<file path="src/rtl/cnt2note.sv">
// cnt2note: measures the half period of a square wave and maps it
// to the nearest MIDI note via a one-octave base-count table.
module cnt2note #(
  parameter int BW     = 20,
  parameter int ROM_BW = 8
) (
  input  logic       clk_i,
  input  logic       rst_i,
  input  logic       sig_i,
  output logic [7:0] note_o,
  output logic       valid_o,
  output logic       err_o,
  output logic       nosig_o,
  output logic       busy_o
);

  typedef enum logic [1:0] {IDLE, NORM, SEARCH, DONE} state_t;

  localparam logic [BW-1:0] CMAX      = '1;
  localparam logic [3:0]    LAST      = 4'd12;
  localparam logic [3:0]    MAX_SHIFT = 4'd8;

  state_t state, state_nxt;

  logic              s1, s2, s3;
  logic              edge_det;
  logic [BW-1:0]     cnt;
  logic [BW-1:0]     n;
  logic              armed;
  logic              start;
  logic              n_big;
  logic [3:0]        shift;
  logic [3:0]        idx;
  logic [3:0]        best_idx;
  logic [3:0]        fin_idx;
  logic [ROM_BW-1:0] t_cur;
  logic [ROM_BW:0]   n_low;
  logic [ROM_BW:0]   t_ext;
  logic [ROM_BW:0]   diff;
  logic [ROM_BW:0]   best_diff;
  logic              take;
  logic [8:0]        note_sum;
  logic [7:0]        note_clamp;

  function automatic logic [ROM_BW-1:0] rom(input logic [3:0] i);
    logic [ROM_BW-1:0] t;
    case (i)
      4'd0:    t = ROM_BW'(248);
      4'd1:    t = ROM_BW'(234);
      4'd2:    t = ROM_BW'(221);
      4'd3:    t = ROM_BW'(209);
      4'd4:    t = ROM_BW'(197);
      4'd5:    t = ROM_BW'(186);
      4'd6:    t = ROM_BW'(175);
      4'd7:    t = ROM_BW'(165);
      4'd8:    t = ROM_BW'(156);
      4'd9:    t = ROM_BW'(147);
      4'd10:   t = ROM_BW'(139);
      4'd11:   t = ROM_BW'(131);
      default: t = ROM_BW'(124);
    endcase
    return t;
  endfunction

  assign edge_det = s2 ^ s3;
  assign start    = edge_det && armed && (state == IDLE);
  assign n_big    = (n >> ROM_BW) != '0;

  always_comb begin
    t_cur      = rom(idx);
    n_low      = n[ROM_BW:0];
    t_ext      = {1'b0, t_cur};
    diff       = (n_low >= t_ext) ? n_low - t_ext : t_ext - n_low;
    // strict compare keeps the lower index on a tie
    take       = (idx == 4'd0) || (diff < best_diff);
    fin_idx    = take ? idx : best_idx;
    note_sum   = 9'd21 + 9'd12 * {5'd0, MAX_SHIFT - shift}
               + {5'd0, fin_idx};
    note_clamp = (note_sum > 9'd127) ? 8'd127 : note_sum[7:0];
  end

  always_ff @(posedge clk_i) begin
    if (rst_i) state <= IDLE;
    else       state <= state_nxt;
  end

  always_comb begin
    state_nxt = state;
    unique case (state)
      IDLE:    if (start) state_nxt = NORM;
      NORM:    if (!(n_big && shift < MAX_SHIFT)) state_nxt = SEARCH;
      SEARCH:  if (idx == LAST) state_nxt = DONE;
      DONE:    state_nxt = IDLE;
      default: state_nxt = IDLE;
    endcase
  end

  always_comb begin
    busy_o  = (state != IDLE);
    valid_o = (state == DONE);
  end

  always_ff @(posedge clk_i) begin
    if (rst_i) begin
      s1        <= 1'b0;
      s2        <= 1'b0;
      s3        <= 1'b0;
      cnt       <= '0;
      armed     <= 1'b0;
      nosig_o   <= 1'b0;
      n         <= '0;
      shift     <= '0;
      idx       <= '0;
      best_idx  <= '0;
      best_diff <= '0;
      note_o    <= '0;
      err_o     <= 1'b0;
    end else begin
      s1 <= sig_i;
      s2 <= s1;
      s3 <= s2;
      // every edge restarts the count, even while busy
      if (edge_det) begin
        cnt     <= BW'(1);
        armed   <= 1'b1;
        nosig_o <= 1'b0;
      end else if (cnt != CMAX) begin
        cnt <= cnt + BW'(1);
      end else begin
        armed   <= 1'b0;
        nosig_o <= 1'b1;
      end
      unique case (state)
        IDLE: begin
          if (start) begin
            n     <= cnt;
            shift <= '0;
            idx   <= '0;
          end
        end
        NORM: begin
          if (n_big && shift < MAX_SHIFT) begin
            n     <= n >> 1;
            shift <= shift + 4'd1;
          end
        end
        SEARCH: begin
          best_idx  <= fin_idx;
          best_diff <= take ? diff : best_diff;
          idx       <= idx + 4'd1;
          if (idx == LAST) begin
            note_o <= n_big ? 8'd0 : note_clamp;
            err_o  <= n_big;
          end
        end
        default: ;
      endcase
    end
  end

endmodule

</file>
<file path="config.mk">
export PLATFORM = sky130hd
export DESIGN_NAME = cnt2note
export DESIGN_NICKNAME = d
export VERILOG_FILES = /design/src/rtl/cnt2note.sv
export SDC_FILE = /design/constraint.sdc
export NUM_CORES = 1
export LEC_CHECK = 0
export ABC_AREA = 1
export CAP_MARGIN = 20
export CORE_MARGIN = 8
export CORE_UTILIZATION = 50
export DETAILED_ROUTE_END_ITERATION = 16
export GPL_ROUTABILITY_DRIVEN = 0
export PLACE_DENSITY = 0.8
export SETUP_SLACK_MARGIN = 0.02
export SLEW_MARGIN = 20
export SYNTH_ARGS = -nofsm -noshare
export SYNTH_HDL_FRONTEND = slang
export SYNTH_SLANG_ARGS = --single-unit
</file>
<file path="constraint.sdc">
create_clock -name clk_i -period 4.15 [get_ports clk_i]
set_clock_uncertainty 0.05 [all_clocks]
set_input_delay 0.83 -clock clk_i [delete_from_list [all_inputs] [get_ports clk_i]]
set_output_delay 0.83 -clock clk_i [all_outputs]
set_load 0.01 [all_outputs]
</file>
Word-level counts from Yosys, hierarchy flattened
Memories as Yosys holds them, arrays and structs flattened. A register that Yosys moved wholly into a read port is not among the register bits. Cells that the tools add are included.

Memories kept: 1. Logic and storage cells: 78. Bits in registers: 77. Memory bits (read-only): 128. Input port bits: 3.

Memory list: (name not given) (words 16, bits a word 8, rd ports 1, clocked after memory_dff 1, wr ports 0, line 47) `case (i)`.

Mux-type cells: 21. Order comparisons: 4. $mul: 1. Add/subtract/negate cells: 8. Equal/unequal tests: 10. Bitwise operators: 1. Reduce and logical (&&, ||, !) cells: 17.

Operators with widths (count): $mux W20 (2); $pmux W20 S2 (1); $add A20 B1 Y20 const B (1); $mux W4 (5); $ne A20 B20 Y1 const B (1); $reduce_bool A20 Y1 (1); $mux W8 (2); $pmux W4 S2 (2); $ne A2 B2 Y1 const B (5); $add A5 B8 Y9 const A (1); $add A9 B4 Y9 (1); $ge A9 B8 Y1 (1); $gt A9 B7 Y1 const B (1); $lt A9 B9 Y1 (1); $mux W9 (1); $sub A8 B9 Y9 (1); $sub A9 B8 Y9 (1); $add A4 B1 Y4 const B (2); $pmux W2 S4 (1); $reduce_bool A2 Y1 (4); $mul A2 B4 Y6 const A (1); $mux W2 (3); $reduce_and A2 Y1 (3); $reduce_and A3 Y1 (2); other kinds (12) (18).

Longest topological paths before layout
Depth after elaboration: 9. Mapped depth: 39. Mapped depth without buffers: 37.

Worst setup path before layout
Ideal clock, no wire load.

Path type: reg2reg. Start point: register n[2]. End point: register note_o[1]. Path buffers: 2. Period minus slack after synthesis: 4178 ps. Stages on the path, launching flop included: 34. Library setup time: 70 ps. Data arrival time: 4057 ps. Path slack: -28 ps. Path through: dfxtp_1 inv_1 ha_1 buf_4 a21oi_1 o21ai_2 nand2_1 nand2_1 nand2_1 nand2_1 buf_4 o21ai_1 inv_1 ha_1 nand2_1 nand2_1 nand2_1 nand2_1 nand2_1 nand3_1 nand2_1 inv_1 o21ai_0 ha_1 ha_1 xor2_1 nand2_1 nor2_1 nand2_1 nor2_1 nand2_1 nand3_1 nand2_1 a21oi_1.

Cells in the longest elaborated chain, start to end: 9.

Ends and longest elaborated chain: start: declaration (line 28) `logic [BW-1:0] n;`; start signal: assignment (line 136) `n <= cnt;`; start signal: assignment (line 143) `n <= n >> 1;`; $sub A8 B9 Y9 (tied with other cells) (line 73) `diff = (n_low >= t_ext) ? n_low - t_ext : t_ext - n_low;`; $mux W9 (*) (line 73); net diff[2] (line 39) `logic [ROM_BW:0] diff;`; $lt A9 B9 Y1 (*) (line 75) `take = (idx == 4'd0) || (diff < best_diff);`; $logic_or A1 B1 Y1 (*) (line 75); $mux W4 (*) (line 76) `fin_idx = take ? idx : best_idx;`; net fin_idx[3] (line 35) `logic [3:0] fin_idx;`; $add A9 B4 Y9 (*) (line 78) `+ {5'd0, fin_idx};`; $gt A9 B7 Y1 (*) (line 79) `note_clamp = (note_sum > 9'd127) ? 8'd127 : note_sum[7:0];`; $mux W8 (*) (line 79); $mux W8 (*) (line 152) `note_o <= n_big ? 8'd0 : note_clamp;`; end signal: assignment (line 152); end: declaration (line 10) `output logic [7:0] note_o,`.

The timed path passes the listed nets; every way through them passes the cells marked *. A chain may end at the register's enable or synchronous reset.

Worst setup path after layout
Start point: register n[6]. End point: register note_o[1].

Cells in the longest elaborated chain, start to end: 9.

Ends and longest elaborated chain (line): $ge A9 B8 Y1 (73); $mux W9 (73); net diff[4] (39); $lt A9 B9 Y1 (75); $logic_or A1 B1 Y1 (75); $mux W4 (76); net fin_idx[3] (35); $add A9 B4 Y9 (78); $gt A9 B7 Y1 (79); $mux W8 (79); $mux W8 (152).

The timed path passes the listed nets, and every way through them passes these cells.

==> flow_metrics.tcl <==
set metrics [dict create \
    multi_input_area_um2 3920 \
    yosysTopAreaCell "dfxtp_1" \
    violations "negative setup slack" \
    synth_area_leaders "dfxtp_1, nand2_1, ha_1" \
    dp_hpwl_mm 9.74 \
    ant_nets 0 \
    dp_slack_ns -0.444 \
    min_period_ns 4.52 \
    grt_pass1_vias 5678 \
    setup_viol 8 \
    async_flop_share 0 \
    fin_crit_sh 1.09 \
    rsz0062_at_grt "yes" \
    fin_hold_ws_ns 0.371 \
    worst-setup-path-type "reg2reg" \
    area_growth_pct 38.6 \
    syn_nets 865 \
    core_area_um2 10800 \
    max_stage_delay_ns 0.35 \
    synth_area_um2 5520 \
    cp_max_fo 6 \
    dp.cells 1002 \
    ys_seq_area_frac 0.308 \
    drcViolationCount 0 \
    synth_top_family_by_area "simple AND/OR/NAND/NOR gates" \
    die_x_um 121 \
    worst_pin_slew_ns 0.720 \
    yosysWarnings 0 \
    synth_mux_area_frac 0 \
    start_util 0.512 \
    crit_required_ns 4.40 \
    irDropWorstVdd_mv 0.505 \
    clk_latency_ns 0.37 \
    critPathLaunchType "register" \
    hold_viol 0 \
    slowest_stage "dfxtp_2" \
    synth_fa_ha_area_frac 0.123 \
    grt_antenna_before_repair 0 \
    fillCellCount 746 \
    wl_mm 17.4 \
    h-tree-depth 3 \
    cp-end-kind "register" \
    die_h_um 121 \
    synthSimpleGateAreaFrac 0.253 \
    synth_most_common_cell "nand2_1" \
    register_area_um2 1720 \
    clock-sinks 85 \
    num_rows 38 \
    drv_slew 0 \
    yosysTopAreaCellShare 0.308 \
    cp.arrival_ns 4.77 \
    worst_slack_ns -0.370 \
    cts_tree "built" \
    synthDistinctLibCells 41 \
    drt_first_pass_iters 5 \
    synth.avg_cell_area_um2 6.83 \
    io_buffers 14 \
    max_freq_ghz 0.221 \
    final_nets 991 \
    synth_commonest_cells "nand2_1, inv_1, dfxtp_1" \
    cap_violations 0 \
    cts-buffers-inserted 9 \
    synthFlopType "dfxtp_1" \
    gr-total-overflow 0 \
    synthXorXnorAreaFrac 0.0444 \
    cts-root-buf "clkbuf_8" \
    synth_enable_flop_cells 0 \
    via_per_inst 5.46 \
    pin_count 15 \
    grt_first_pass_wirelength_mm 26.0 \
    outcome "finished with violations" \
    first_iter_violations 459 \
    wire_per_inst_um 16.1 \
    synthCells 809 \
    drive_gt1_frac 0.332 \
    fin_cells 1080 \
    synth_compound_area_frac 0.160 \
    hold_class "reg2reg" \
    power.leakage_nw 3.43 \
    relSlewSlack 0.520 \
    clockBufferDepth 2 \
    powerDensity_nw_per_um2 711 \
    synth-seq-cells 85 \
    utilization 0.709 \
    dieArea_um2 14700 \
    grtUsageTotal 0.216 \
    grt_max_degree 34 \
    num_vias 5897 \
    clk_pin_slew_worst_paths_ns 0.09 \
    diodes 0 \
]
sequential cells by signal (all words and copies together), names as in the netlist, 2 cells and up:
| signal | count |
|---|---|
| note_o | 8 |
| best_diff | 9 |
| shift | 4 |
| n | 20 |
| idx | 4 |
| state | 2 |
| best_idx | 4 |
| cnt | 20 |
| t_cur | 8 |
placed cells by master, fill, tap and decap left out, types with 3 or more instances in the layout:
| cell type | synthesis | layout |
|---|---|---|
| nand3_1 | 42 | 34 |
| o21ai_0 | 47 | 40 |
| ha_1 | 51 | 28 |
| dfxtp_1 | 85 | 71 |
| o21ai_1 | 15 | 18 |
| nor2_4 | 0 | 3 |
| nor2_2 | 3 | 8 |
| a21oi_1 | 65 | 54 |
| clkbuf_8 | 0 | 9 |
| o21ai_2 | 2 | 3 |
| nor3_2 | 2 | 3 |
| o21ai_4 | 2 | 5 |
| nand4_1 | 8 | 8 |
| nor3_4 | 0 | 3 |
| o21a_1 | 3 | 3 |
| ha_4 | 0 | 22 |
| nand2_1 | 191 | 154 |
| nand3_2 | 1 | 8 |
| a31oi_1 | 13 | 12 |
| nand3b_1 | 3 | 3 |
| clkdlybuf4s50_1 | 0 | 14 |
| nor3_1 | 8 | 4 |
| a21oi_2 | 1 | 10 |
| xnor2_1 | 4 | 4 |
| xor2_2 | 0 | 6 |
| inv_2 | 6 | 31 |
| nand2_4 | 1 | 9 |
| xor2_1 | 24 | 18 |
| inv_1 | 126 | 98 |
| dfxtp_2 | 0 | 13 |
| buf_6 | 4 | 10 |
| buf_4 | 2 | 110 |
| nor2_1 | 65 | 57 |
| nand2_2 | 5 | 34 |
per-stage QoR:
step | area [um^2] | power [mW] | setup TNS (ns)
floorplan | 5530 | 2.43 | 0
global placement | 6180 | 3.03 | -2.22
detailed placement | 6180 | 3.09 | -2.87
CTS | 7160 | 4.55 | -0.106
global route | 7650 | 5.75 | -3.75
finish | 7650 | 5.44 | -2.51
worst max-delay path, delay by kind of cell (launching register included):
family                   cells  cell delay, ns
AO/OA/AOI/OAI                4            0.58
XOR/XNOR                     1            0.16
adder cells (fa/ha/maj)      4            1.03
buffers and inverters        7            0.66
flip-flops                   1            0.35
AND/OR/NAND/NOR             17            1.65
cells by family after synthesis:
logic type      count (synthesis)
simple gates                  332
compound gates                158
fa+ha+maj                      53
flops                          85
buf+inv                       153
xor+xnor                       28
power by group:
| part | total [mW] | switching (mW) | internal (mW) | leakage [nW] |
|---|---|---|---|---|
| Sequential | 1.06 | 0.104 | 0.952 | 0.696 |
| Clock | 0.691 | 0.342 | 0.349 | 0.112 |
| Combinational | 3.69 | 1.95 | 1.74 | 2.62 |
| Total | 5.44 | 2.40 | 3.04 | 3.43 |
path summary, 6_finish.rpt:
kind	from	endpoint	slack, ns	depth (start not counted)
setup / recovery	n[6]	note_o[1]	-0.37	33
hold / removal	s1	s2	0.37	2
setup reg to reg	n[6]	note_o[1]	-0.37	33
hold reg to reg	s1	s2	0.37	2
timing repair:
item | CTS | global route
buffers inserted | 51 | 17
hold buffers | 0 | 0
endpoints found under the setup margin | 7 | 9
pin swaps | 38 | 64
cloned | 1 | 0
gates resized for setup | 92 | 106
layer usage:
| metal | wire length, um | up-vias | share of wire | global-route usage |
|---|---|---|---|---|
| li1 | - | 2826 | - | - |
| met1 | 7120 | 2753 | 0.41 | 0.246 |
| met2 | 8440 | 239 | 0.49 | 0.379 |
| met3 | 898 | 79 | 0.052 | 0.0349 |
| met4 | 903 | 0 | 0.052 | 0.112 |
| met5 | 0 | - | 0 | 0 |
cell type report:
type / count / area share
repair buffers: 135 / 0.144
inverters: 132 / 0.0664
clock buffers: 9 / 0.0162
clock inverters: 7 / 0.0137
multi-input cells: 572 / 0.512
flip-flops and latches: 85 / 0.225
well taps: 140 / 0.0229
(Power assumes the default switching activity.)
